`src/rtl/lfsr_gen.sv`:
```
// rtl/lfsr_gen.sv - Fibonacci LFSR bit-sequence generator (optional checks: LFSR_GEN_CHECK_EN)
module lfsr_gen #(
    parameter int             N               = 31,
    parameter logic [N-1:0]   TAPS            = N'(9),
    parameter logic [N-1:0]   START_VALUE     = N'(1),
    parameter bit             VARIABLE_CONFIG = 1'b0
) (
    input  logic         clk_i,
    input  logic         reset_ni,
    input  logic         load_config_i,
    input  logic [N-1:0] taps_i,
    input  logic [N-1:0] start_value_i,
    output logic         data_o,
    output logic         valid_o
);

    logic [N-1:0] state;
    logic [N-1:0] taps_r;
    logic [N-1:0] state_nxt;
    logic [N-1:0] taps_nxt;
    logic         valid_nxt;
    logic [N-1:0] load_taps;
    logic [N-1:0] load_start;
    logic         fb;

    // A fixed-config build ignores the run-time inputs and reloads the parameters.
    assign load_taps  = VARIABLE_CONFIG ? taps_i        : TAPS;
    assign load_start = VARIABLE_CONFIG ? start_value_i : START_VALUE;

    // x(n+N) is the parity of the tapped terms x(n+k).
    assign fb     = ^(state & taps_r);
    assign data_o = state[0];

    // Next state: load wins; the first cycle after reset only raises valid so x(0) is seen.
    always_comb begin
        state_nxt = state;
        taps_nxt  = taps_r;
        valid_nxt = valid_o;
        if (load_config_i) begin
            state_nxt = load_start;
            taps_nxt  = load_taps;
            valid_nxt = 1'b1;
        end else if (!valid_o) begin
            valid_nxt = 1'b1;
        end else begin
            state_nxt = {fb, state[N-1:1]};
        end
    end

    // State registers; reset restores the power-on configuration and drops valid.
    always_ff @(posedge clk_i or negedge reset_ni) begin
        if (!reset_ni) begin
            state   <= START_VALUE;
            taps_r  <= TAPS;
            valid_o <= 1'b0;
        end else begin
            state   <= state_nxt;
            taps_r  <= taps_nxt;
            valid_o <= valid_nxt;
        end
    end

`ifdef LFSR_GEN_CHECK_EN
    // Flag configurations that lock the register at zero or never feed back.
    always @(posedge clk_i) begin
        if (reset_ni) begin
            if (load_config_i && (load_start == '0))
                $error("lfsr_gen: load of all-zero start value");
            if (load_config_i && (load_taps == '0))
                $error("lfsr_gen: load of all-zero tap mask");
            if (valid_o && (state == '0))
                $error("lfsr_gen: state is zero while valid");
        end
    end
`else
    // No run-time checks in this build; ports and timing are unchanged.
`endif

endmodule

```
`config.mk`:
```
export PLATFORM = sky130hd
export DESIGN_NAME = lfsr_gen
export DESIGN_NICKNAME = d
export VERILOG_FILES = /design/src/rtl/lfsr_gen.sv
export SDC_FILE = /design/constraint.sdc
export NUM_CORES = 1
export LEC_CHECK = 0
export BUFFER_PORTS_ARGS = -buffer_cell sky130_fd_sc_hd__buf_2
export CAP_MARGIN = 0
export CORE_MARGIN = 2
export CORE_UTILIZATION = 35
export CTS_CLUSTER_DIAMETER = 60
export DETAILED_ROUTE_END_ITERATION = 6
export GPL_TIMING_DRIVEN = 0
export PLACE_DENSITY = 0.67
export SYNTH_ARGS = -nofsm -noshare
export SYNTH_HDL_FRONTEND = slang
export SYNTH_SLANG_ARGS = --single-unit
```
`constraint.sdc`:
```
create_clock -name clk_i -period 1.6 [get_ports clk_i]
set_input_delay 0.16 -clock clk_i [delete_from_list [all_inputs] [get_ports clk_i]]
set_output_delay 0.16 -clock clk_i [all_outputs]
set_load 0.05 [all_outputs]
```
## Word-level counts from Yosys, hierarchy flattened

Cells that the tools add are included.

| word-level totals | value |
|---|---|
| bits in registers | 32 |
| bits in latches | 0 |
| bits in writable memories | 0 |
| ROM bits | 0 |
| bits of input ports | 65 |
| output and inout port bits | 2 |
| logic and storage cells | 6 |
| memories | 0 |

| cells by class | value |
|---|---|
| $add $sub $neg | 0 |
| multiply operators | 0 |
| div/mod/pow operators | 0 |
| magnitude comparators | 0 |
| eq/ne operators | 0 |
| shift operators | 0 |
| muxes and demuxes | 2 |
| bitwise logic cells | 0 |
| reduce and logical (&&, ||, !) cells | 2 |

Operators by type and width:

| kind | number |
|---|---|
| $mux W31 | 2 |
| $reduce_xor A31 Y1 | 1 |
| $reduce_bool A2 Y1 | 1 |

## Depth between registers and ports, before layout

Gate-level depths: netlist of the first run.

| logic depth | value |
|---|---|
| depth in word-level cells | 3 |
| depth in mapped cells | 4 |
| mapped depth without buffers | 2 |

## Worst setup path before layout of the first run

Ideal clock, no wire load.

| timing path | value |
|---|---|
| kind | register -> register |
| start point | reg valid_o |
| end point | reg state[10] |
| setup time | 132 ps |
| arrival | 1181 ps |
| data required time | 1468 ps |
| path slack | 287 ps |
| cell stages (with the launch flop) | 5 |
| period minus slack after synthesis | 1313 ps |
| cell sequence | dfrtp_1 -> buf_6 -> buf_12 -> mux2i_1 -> nor2_1 |

| on the way | value |
|---|---|
| word-level cells in the longest chain between the ends | 1 |

Ends and longest elaborated chain:

| element | line | text |
|---|---|---|
| start, declared | 14 | `output logic valid_o` |
| start signal, assigned | 59 | `valid_o <= valid_nxt;` |
| $reduce_bool A2 Y1 (no source line) | n/a |  |
| end signal, assigned | 57 | `state <= state_nxt;` |
| end, declared | 17 | `logic [N-1:0] state;` |

Every way passes these cells.
A chain may end at the register's enable or synchronous reset.

## Final worst setup path of the first run

| timing path | value |
|---|---|
| start point | reg state[0] |
| end point | out data_o |

RTL lines:

| element | line | text |
|---|---|---|
| end, declared | 13 | `output logic data_o,` |

No word-level cell between the ends.

==> results of run 1 <==
## repair_timing
action                                 4_1_cts  5_1_grt
endpoints found under the hold margin       31        0
setup buffers                                0        0
hold buffers                                 1        0
## cell usage after synthesis, drive strengths merged
| library cell | number | area, um2 |
|---|---|---|
| nor2 | 30 | 115 |
| conb | 1 | 3.75 |
| buf | 5 | 76.3 |
| nor2b | 1 | 6.26 |
| dfrtp | 31 | 776 |
| xnor2 | 1 | 8.76 |
| a211oi | 1 | 12.5 |
| clkbuf | 2 | 7.51 |
| a211o | 1 | 8.76 |
| dfstp | 1 | 26.3 |
| mux2i | 29 | 290 |
## state kept, by name (all words and copies together), names as in the netlist
register,count
valid_o,1
state,31
## worst max-delay path by stage
stage / cells past startpoint / endpoint / start / slack (ns)
floorplan: 4 / state[10] / valid_o / 0.29
global placement: 4 / state[25] / valid_o / 0.59
detailed placement: 4 / state[3] / valid_o / 0.56
CTS: 1 / data_o / state[0] / 0.35
global route: 1 / data_o / state[0] / 0.32
finish: 1 / data_o / state[0] / 0.36
## where the power goes
| part | internal, mW | switching (mW) |
|---|---|---|
| Clock | 0.350 | 0.266 |
| Sequential | 0.818 | 0.00458 |
| Combinational | 0.0444 | 0.0670 |
| Total | 1.21 | 0.337 |
## worst reg2reg max path, cell delays in order, from the launching register on
cell and delay (ns):
dfrtp_1 0.35, buf_6 0.15, buf_12 0.15, mux2i_1 0.22, nor2_1 0.06
## cell families (layout without fill, tap and decap cells)
logic type	after synthesis	in the layout	share of synthesized area, %
multiplexers	29	29	21.8
other	1	1	0.282
buffers and inverters	7	20	6.30
flip-flops	32	32	60.2
AND/OR/NAND/NOR	31	31	9.12
AO/OA/AOI/OAI	2	2	1.60
XOR/XNOR	1	1	0.658
## final cells by class
class / instances / share of cell area, %
timing repair buffer: 5 / 1.99
multi-input combinational: 64 / 29.5
clock buffer: 8 / 5.96
buffer: 7 / 5.55
sequential: 32 / 53.1
tap: 48 / 3.97
## metrics by stage
step / hold WS, ns / setup slack, ns
finish: 0.122 / 0.359
global route: 0.134 / 0.323
CTS: 0.119 / 0.346
detailed placement: 0.241 / 0.559
global placement: 0.221 / 0.590
floorplan: -0.136 / 0.287
## layer usage
layer / global-route usage [%] / part of all wire, % / vias up
met5: 0 / 0 / -
met4: 8.59 / 2.9 / 0
met3: 3.60 / 2.6 / 7
met2: 16.8 / 47 / 7
met1: 13.5 / 48 / 361
li1: - / - / 360
==> flow_summary.yaml, run 1 <==
run_status:
  outcome: "complete, no violations"
global_routing:
  grt_pass1_vias: 783
  grt_pass1_wl_um: 3540
  grt_start_max_net_pins: 33
  antenna_found_initial: 0
  overflow: 0
  grt_use_total_pct: 11.3
flow_run:
  max_cap_viol_count: 0
min_path:
  holdPathEnd: "state[0]"
  whs_path_depth: 2
  worstHoldStart: "load_config_i"
  hold_path.class: "input pin to flop"
sta:
  finalSetupViolations: 0
  post-route-period-util_pct: 77.5
  hold_viol: 0
  tns_ns: 0
  rsz0062_at_grt: "no"
  slew_viol_final: 0
  worstMarginPinSlew_ns: 0.693
  maxSlewHeadroom_pct: 53.8
  max_clock_freq_mhz: 806
  fin_crit_ns: 1.24
  fin_skew_ns: 0.00354
critical_path:
  cp_max_fo: 3
  cp_top_family: "flip-flops"
  r2r_end: "state[3]"
  r2r-start: "valid_o"
  crit_type: "flop to primary output"
  r2r_setup_slack_ns: 0.56
  end_kind: "primary output"
  reg2reg_depth: 4
  cpMaxStageDelayCell: "dfstp_2"
  cp.arrival_ns: 1.08
  cp.required_ns: 1.44
  cp_cell_sequence: "buf_2"
  crit_buf_inv: 1
  startpoint_type: "flop"
  slowest_delay_ns: 0.54
cells_and_area:
  final_cell_mix: "dfrtp_1, mux2i_1, nor2_1"
  antennaDiodeCount: 0
  finish.utilization_pct: 41.3
  finalNetCount: 180
  num-fill-cells: 347
  stdcell_count: 164
  multi_input_area_um2: 445
  area_growth_pct: 13.5
  layout_commonest_cell: "dfrtp_1"
  finish.instance_area_um2: 1510
  seq_area_um2: 802
  drive_gt1_share_pct: 15.5
floorplan:
  start_util_pct: 36.4
  io_pins: 67
  coreArea_um2: 3660
  die_w_um: 65.7
  rows: 22
  dieArea_um2: 4310
  dieHeight_um: 65.7
cts:
  h-tree-depth: 2
  cts_buffer_depth: 2
  root_buffer: "clkbuf_8"
  cts.sinks: 32
  cts_tree: "yes"
  cts_buffers: 5
  cts_resized: 0
  clk_pin_slew_ns: 0.06
  clock_latency_ns: 0.28
detailed_routing:
  drt-vias-per-instance: 4.48
  wl_um: 1950
  wire_per_inst_um: 11.9
  drt_pass1_iterations: 3
  antenna_left: 0
  route.detailed.drc: 0
  vias: 735
  drt_iter0_markers: 14
logic_synthesis:
  synthDistinctLibCells: 14
  synthCells: 103
  syn_area_um2: 1330
  synth_warnings: 0
  synth_seq_cells: 32
  ys_seq_area_share_pct: 60.2
  syn-num-nets: 168
  syn_avg_cell_area_um2: 12.9
power:
  peakVddDrop_uv: 702
  p_leak_nw: 0.772
  power_density_nw_per_um2: 1030
  power.total_mw: 1.55
place:
  place_area_um2: 1410
  gp_congestion: 0.681
  io_buffers: 4
  place_hpwl_um: 1290
  dp_cells: 155
Power figures use the tool's default switching activity.
==> run 2, diff against run 1 <==
clock period = 1.2 ns   (was 1.6 ns; I/O delays follow)
==> run 2 against run 1 <==
Compared with the run above: first-iteration DRC count down 50%; sequential cell count unchanged; sequential power up 34%; combinational power up 33%; total power up 33%; largest cell class unchanged.
==> flow_summary.yaml, run 2 (synthesis results as in run 1) <==
sta:
  hold_viol: 0
  hold_ws_ns: 0.0899
  maxSlewHeadroom_pct: 55.1
  tns_ns: 0
  rsz0062_at_grt: "no"
  slew_viol_final: 0
  max_clock_freq_mhz: 873
  worstMarginPinSlew_ns: 0.674
  fin_crit_ns: 1.14
  fin_skew_ns: 0.00413
  finalSetupViolations: 0
  post-route-period-util_pct: 95.4
global_routing:
  grt_start_max_net_pins: 33
  busiest_layer: "met2"
  overflow: 0
  antenna_found_initial: 0
  grt_pass1_vias: 799
  use_met1_pct: 11.3
  use_met3_pct: 4.11
  grt_pass1_wl_um: 3350
  grtUsageMet2_pct: 17.8
  grt_use_total_pct: 10.3
critical_path:
  cp_max_fo: 3
  cp_cell_sequence: "buf_4"
  crit_buf_inv: 1
  startpoint_type: "flop"
  end_kind: "primary output"
  cp.arrival_ns: 1.02
  r2r_end: "state[9]"
  cp_top_family: "flip-flops"
  slowest_delay_ns: 0.55
  reg2reg_depth: 4
  r2r-start: "valid_o"
  cp.required_ns: 1.08
  r2r_setup_slack_ns: 0.16
  cpMaxStageDelayCell: "dfstp_2"
  crit_type: "flop to primary output"
min_path:
  whs_path_depth: 2
  hold_path.class: "input pin to flop"
  holdPathEnd: "state[0]"
  worstHoldStart: "load_config_i"
cells_and_area:
  finalNetCount: 180
  largest_registers: "state x31, valid_o x1"
  largest_register: "state"
  drive_gt1_share_pct: 16.4
  finish.instance_area_um2: 1520
  layout_commonest_cell: "dfrtp_1"
  area_growth_pct: 13.8
  stdcell_count: 164
  largest_reg_flops: 31
  antennaDiodeCount: 0
  final_cell_mix: "dfrtp_1, mux2i_1, nor2_1"
place:
  place_area_um2: 1410
  gp_congestion: 0.651
  place_hpwl_um: 1270
  dp_cells: 155
  io_buffers: 4
power:
  combPwrFrac_pct: 7.2
  power_switching_mw: 0.444
  internal-power_mw: 1.62
  power_frac_clock_pct: 39.6
  p_leak_nw: 0.772
  power_density_nw_per_um2: 1360
  switching_share_pct: 21.5
  pwr-share-seq_pct: 53.3
  peakVddDrop_uv: 903
run_status:
  outcome: "complete, no violations"
cts:
  cts_setup_buffers: 0
  cts_buffer_depth: 2
  cts_tree: "yes"
  cts_buffers: 5
  root_buffer: "clkbuf_8"
  clk_pin_slew_ns: 0.06
  clock_latency_ns: 0.28
  cts.sinks: 32
  h-tree-depth: 2
detailed_routing:
  drt_pass1_iterations: 4
  antenna_left: 0
  drt_iter0_markers: 7
  route.detailed.drc: 0
  vias: 748
  wire_per_inst_um: 11.1
  wl_um: 1810
  drt-vias-per-instance: 4.56
floorplan:
  die_w_um: 65.7
  dieArea_um2: 4310
  dieHeight_um: 65.7
  coreArea_um2: 3660
  rows: 22
  io_pins: 67
  start_util_pct: 36.4
flow_run:
  max_cap_viol_count: 0
## run 2: through the flow
| stage | util (%) | setup WS, ns | total power [mW] |
|---|---|---|---|
| floorplan | - | 0.0267 | 1.22 |
| global placement | 38.6 | 0.194 | 1.26 |
| detailed placement | 38.6 | 0.163 | 1.27 |
| CTS | 41.4 | 0.0339 | 2.11 |
| global route | 41.4 | 0.0118 | 2.16 |
| finish | 41.4 | 0.0551 | 2.06 |
## run 2: worst max-delay path by stage
stage                end  slack [ns]  startpoint  depth (start not counted)
3_5_place_dp   state[25]        0.16     valid_o                          4
2_1_floorplan  state[10]        0.03     valid_o                          4
3_3_place_gp    state[9]        0.19     valid_o                          4
4_1_cts           data_o        0.03    state[0]                          1
5_1_grt           data_o        0.01    state[0]                          1
6_report          data_o        0.06    state[0]                          1
## run 2: layout make-up
cell class	count	area, um2
Sequential cell	32	803
Clock buffer	8	90.1
Buffer	7	83.8
Multi-Input combinational cell	64	445
Tap cell	48	60.1
Timing Repair Buffer	5	32.5
Fill cell	346	2150
## run 2: what timing repair did
action	CTS	global route
endpoints found under the hold margin	31	0
gates resized for setup	1	0
endpoints found under the setup margin	1	0
hold buffers	1	0
## run 2: layer usage
metal  up-vias  share of wire [%]  wire (um)
met5         -                  0          0
met4         0                1.3         23
met3         2                3.4         61
met2         8                 51        917
met1       376                 45        811
li1        362                  -          -
## run 2: power groups by stage
stage	sequential (mW)	combinational, mW	clock [mW]
after CTS	1.10	0.152	0.857
after detailed placement	1.12	0.147	0
after floorplan	1.13	0.0917	0
after global routing	1.10	0.162	0.898
after global placement	1.12	0.145	0
final	1.10	0.148	0.816
